**src/rtl/gen_count_ctrl.sv**
```systemverilog
// gen_count_ctrl
//   Control stage in front of the generation-count 7-segment display.
//   Debounces the run / step / clear buttons, issues one-cycle generation
//   requests to the grid engine (automatically every TICK_DIV cycles while
//   running, or one per step press while paused), and counts the completed
//   generations, saturating at MAX_COUNT.
//
// Ports
//   clock      : system clock
//   reset      : synchronous, active-high reset
//   btn_run    : raw button, each press toggles run/pause
//   btn_step   : raw button, each press requests one generation while paused
//   btn_clear  : raw button, each press zeroes the count
//   gen_done   : one-cycle completion pulse from the grid engine
//   gen_start  : one-cycle request pulse to the grid engine
//   num        : completed-generation count, 0..MAX_COUNT
//   running    : 1 = auto-run mode
//   busy       : 1 = request outstanding
module gen_count_ctrl #(
    parameter int TICK_DIV  = 25000000,
    parameter int DEBOUNCE  = 65536,
    parameter int MAX_COUNT = 9999
) (
    input  logic        clock,
    input  logic        reset,
    input  logic        btn_run,
    input  logic        btn_step,
    input  logic        btn_clear,
    input  logic        gen_done,
    output logic        gen_start,
    output logic [13:0] num,
    output logic        running,
    output logic        busy
);

    localparam int DB_W = (DEBOUNCE > 1) ? $clog2(DEBOUNCE) : 1;
    localparam int TK_W = $clog2(TICK_DIV);

    localparam logic [DB_W-1:0] DB_LAST = DB_W'(DEBOUNCE - 1);
    localparam logic [TK_W-1:0] TK_LAST = TK_W'(TICK_DIV - 1);
    localparam logic [13:0]     NUM_MAX = 14'(MAX_COUNT);

    typedef enum logic [1:0] {
        IDLE = 2'd0,
        REQ  = 2'd1,
        WAIT = 2'd2
    } state_t;

    // Saturating increment of the generation count.
    function automatic logic [13:0] sat_inc(input logic [13:0] v);
        return (v >= NUM_MAX) ? NUM_MAX : v + 14'd1;
    endfunction

    // Button bit order: [0] run, [1] step, [2] clear.
    logic [2:0]      btn_raw;
    logic [2:0]      btn_sync1;
    logic [2:0]      btn_sync2;
    logic [2:0]      btn_level;
    logic [2:0]      btn_level_d;
    logic [2:0]      btn_press;
    logic [DB_W-1:0] db_cnt [3];

    logic            run_press;
    logic            step_press;
    logic            clear_press;

    state_t          state;
    state_t          state_nxt;
    logic [TK_W-1:0] tick;
    logic            tick_wrap;

    assign btn_raw = {btn_clear, btn_step, btn_run};

    // ---- stage: synchronise, debounce, edge-detect ----
    always_ff @(posedge clock) begin
        if (reset) begin
            btn_sync1   <= '0;
            btn_sync2   <= '0;
            btn_level   <= '0;
            btn_level_d <= '0;
            for (int i = 0; i < 3; i++) begin
                db_cnt[i] <= '0;
            end
        end else begin
            btn_sync1   <= btn_raw;
            btn_sync2   <= btn_sync1;
            btn_level_d <= btn_level;
            for (int i = 0; i < 3; i++) begin
                // Any sample that agrees with the accepted level restarts the
                // count, so only DEBOUNCE consecutive disagreeing samples flip it.
                if (btn_sync2[i] == btn_level[i]) begin
                    db_cnt[i] <= '0;
                end else if (db_cnt[i] == DB_LAST) begin
                    db_cnt[i]    <= '0;
                    btn_level[i] <= btn_sync2[i];
                end else begin
                    db_cnt[i] <= db_cnt[i] + DB_W'(1);
                end
            end
        end
    end

    assign btn_press   = btn_level & ~btn_level_d;
    assign run_press   = btn_press[0];
    assign step_press  = btn_press[1];
    assign clear_press = btn_press[2];

    assign tick_wrap = (tick == TK_LAST);

    // ---- stage: request FSM next state ----
    always_comb begin
        state_nxt = state;
        unique case (state)
            IDLE: begin
                if (running && tick_wrap) begin
                    state_nxt = REQ;
                end else if (!running && step_press) begin
                    state_nxt = REQ;
                end
            end
            REQ:  state_nxt = WAIT;
            WAIT: begin
                if (gen_done) begin
                    state_nxt = IDLE;
                end
            end
            default: state_nxt = IDLE;
        endcase
    end

    // ---- stage: state, tick counter, count and registered outputs ----
    always_ff @(posedge clock) begin
        if (reset) begin
            state     <= IDLE;
            tick      <= '0;
            running   <= 1'b0;
            gen_start <= 1'b0;
            busy      <= 1'b0;
            num       <= '0;
        end else begin
            state     <= state_nxt;
            // Outputs decode the next state so they line up with the state
            // register instead of lagging it by a cycle.
            gen_start <= (state_nxt == REQ);
            busy      <= (state_nxt != IDLE);

            if (run_press) begin
                running <= ~running;
            end

            // The tick only advances while idling in run mode; the wrap edge
            // is the same edge on which the FSM enters REQ.
            if (clear_press || !running || state != IDLE || tick_wrap) begin
                tick <= '0;
            end else begin
                tick <= tick + TK_W'(1);
            end

            // Clear takes priority over a coincident completion.
            if (clear_press) begin
                num <= '0;
            end else if (state == WAIT && gen_done) begin
                num <= sat_inc(num);
            end
        end
    end

endmodule
```
**config.mk**
```make
export PLATFORM = sky130hd
export DESIGN_NAME = gen_count_ctrl
export DESIGN_NICKNAME = d
export VERILOG_FILES = /design/src/rtl/gen_count_ctrl.sv
export SDC_FILE = /design/constraint.sdc
export NUM_CORES = 1
export LEC_CHECK = 0
export BUFFER_PORTS_ARGS = -buffer_cell sky130_fd_sc_hd__buf_2
export CAP_MARGIN = 30
export CORE_ASPECT_RATIO = 0.5
export CORE_MARGIN = 1.5
export CORE_UTILIZATION = 32
export CTS_BUF_LIST = sky130_fd_sc_hd__clkbuf_4
export DETAILED_ROUTE_END_ITERATION = 10
export GPL_TIMING_DRIVEN = 0
export SLEW_MARGIN = 20
export SYNTH_ARGS = -nofsm -noshare
export SYNTH_HDL_FRONTEND = slang
export SYNTH_SLANG_ARGS = --single-unit
```
**constraint.sdc**
```tcl
create_clock -name clock -period 5.11 [get_ports clock]
set_input_delay 0 -clock clock [delete_from_list [all_inputs] [get_ports clock]]
set_output_delay 0 -clock clock [all_outputs]
set_load 0.03 [all_outputs]
```
==> results.cfg <==
[timing]
period_minus_slack_ns = 2.19
hold_viol_final = 0
tightest_slew_ns = 0.574
setup_ws_ns = 2.92
hold_slack_ns = 0.279
setup_tns_ns = 0
fmax_ghz = 0.457
fin_crit_sh_pct = 42.8
relSlewSlack_pct = 61.7
drv_slew = 0
rsz0062_at_grt = false
setup_viol = 0
skew_ns = 0.0149

[clock_network]
clock_latency_ns = 0.45
root_buffer = clkbuf_4
clk_path_buf_depth = 2
clock_sinks = 104
numCtsBuffers = 9
cts_htree_levels = 3
cts_tree = built
clkSlewWorstSetupHoldPaths_ns = 0.17

[cells_and_area]
area_growth_pct = 14.2
fin_cells = 802
finalInstanceArea_sq_um = 5760
layout_common_cells = nor2_1 (69), dfxtp_1 (56), edfxtp_1 (48), conb_1 (48)
fillCellCount = 1572
final_nets = 603
drive_gt1_share_pct = 10.6
post-route-util_pct = 37.4
final_common_cell = nor2_1

[die]
die_area_sq_um = 16600
start_util_pct = 32.7
core_area_sq_um = 15400
io_pins = 23
die_x_um = 181
die_h_um = 91.8
rows = 32

[power_and_ir_drop]
power-per-cell-area_nw_per_um2 = 233
p_leak_nw = 1.99
p_total_mw = 1.34
ir_worst_vdd_uv = 124

[global_route]
grt_max_degree = 19
grt_usage_pct = 11.9
grt_pass1_vias = 3520
grt_pass1_wl_um = 16200
gr-total-overflow = 0
antenna_found_initial = 1

[logic_synthesis]
synthFlopType = dfxtp_1
seq_area_frac_synth_pct = 50.8
ys_warn_count = 0
synth_top_area_share_pct = 28.6
netlist_area_sq_um = 5050
yosys.area.top_type = edfxtp_1
synth_edf_count = 48
yosys-top-cells-area = edfxtp_1 (29%), dfxtp_1 (22%), xor2_1 (5.2%), nor2_1 (5.1%), xnor2_1 (5.0%)
syn_avg_cell_area_sq_um = 9.95
synth_async_sr_flop_share_pct = 0
yosysUniqueCellTypes = 53
syn-instance-count = 507
yosys_register_bits = 104

[critical_path]
r2r-start = db_cnt[2][0]
critPathKind = register to register
critPathArrivalTime_ns = 2.52
startpoint_type = register
end_kind = register
cp.required_ns = 5.44
ff2ff_setup_slack_ns = 2.92
worstSetupStartpoint = db_cnt[2][0]
cp_max_fo = 10

[drt]
viasPerCell = 4.69
drc = 0
ant_nets = 0
first_pass_iters = 4
first_iter_violations = 243
via_count = 3761
wire_per_inst_um = 11.7
wirelength_um = 9350

[place]
placed_area_sq_um = 5590
dpl.hpwl_um = 6810
place_congestion = 0.782
portBuffers = 22
pre_cts_slack_ns = 2.94
dp_cells = 780

[run_status]
outcome = complete, no violations

[hold_path]
holdCritPathClass = input pin to register
worst_hold_startpoint = btn_clear

[job]
drv_cap = 0
[state kept, by name (all words and copies together), names as in the netlist]
register	flops
db_cnt	48
busy	1
btn_sync1	3
gen_start	1
num	14
tick	25
btn_level_d	3
state	2
running	1
btn_sync2	3
btn_level	3
[worst max-delay path, cell delays in order, from the launching register on]
cell and delay, ns:
edfxtp_1 0.45, ha_1 0.27, and4_1 0.27, and4_1 0.24
or3_1 0.32, clkbuf_1 0.19, buf_2 0.22, nor2_1 0.12
[what timing repair did]
item                      CTS  global route
hold endpoints to repair    6             0
gates resized for setup     0             0
hold buffers                5             0
buffers inserted            0             0
[cell usage after synthesis (4+ instances only)]
cell / instances
or4_1: 9
nor3_2: 5
dfxtp_1: 56
nand2_1: 29
o31ai_1: 8
xnor2_1: 29
a21oi_1: 21
edfxtp_1: 48
inv_1: 12
or3_1: 13
nor4_1: 11
nand3_1: 30
nor2b_1: 11
and4_1: 10
ha_1: 5
and2_1: 4
and3_1: 8
xor2_1: 30
nand4_1: 22
nor3_1: 13
nand2b_1: 4
o21ai_0: 12
nor2_1: 69
clkbuf_1: 6
buf_2: 7
[cells by family (layout without fill, tap and decap cells)]
logic type	Yosys count	after routing	synth area share, %
DFF	104	104	50.8
adders and majority gates	5	5	1.24
muxes	3	3	0.595
and+or+nand+nor	250	250	27.0
AOI/OAI and AO/OA	58	58	7.66
other	1	49	0.0743
buffers and inverters	27	70	2.41
xor gates and xnor gates	59	59	10.2
[path summary, 6_finish.rpt]
kind,end,depth (start not counted)
setup / recovery,db_cnt[2][8],7
hold / removal,btn_sync1[2],3
setup reg to reg,db_cnt[2][8],7
hold reg to reg,btn_sync2[1],1
[routing by layer]
metal | wire length (um) | track usage (%) | vias up
li1 | - | - | 1971
met1 | 4800 | 15.3 | 1766
met2 | 4270 | 20.2 | 18
met3 | 209 | 2.98 | 6
met4 | 69 | 2.80 | 0
met5 | 0 | 0 | -
[report_power, final]
group | internal, mW | switching, mW | total, mW
clock network | 0.105 | 0.286 | 0.390
logic | 0.0192 | 0.0269 | 0.0461
registers | 0.889 | 0.0170 | 0.906
total | 1.01 | 0.329 | 1.34
[final cells by class]
type	count	area [sq um]	share of cell area, %
diodes	1	2.50	0.0434
plain buffers	15	76.3	1.32
clock buffers	9	67.6	1.17
clock inverters	7	55.1	0.955
inverters	12	45.0	0.782
multi-input cells	423	2540	44.1
flip-flops and latches	104	2560	44.5
well taps	204	255	4.43
repair buffers	27	160	2.78
Power figures use the tool's default switching activity.
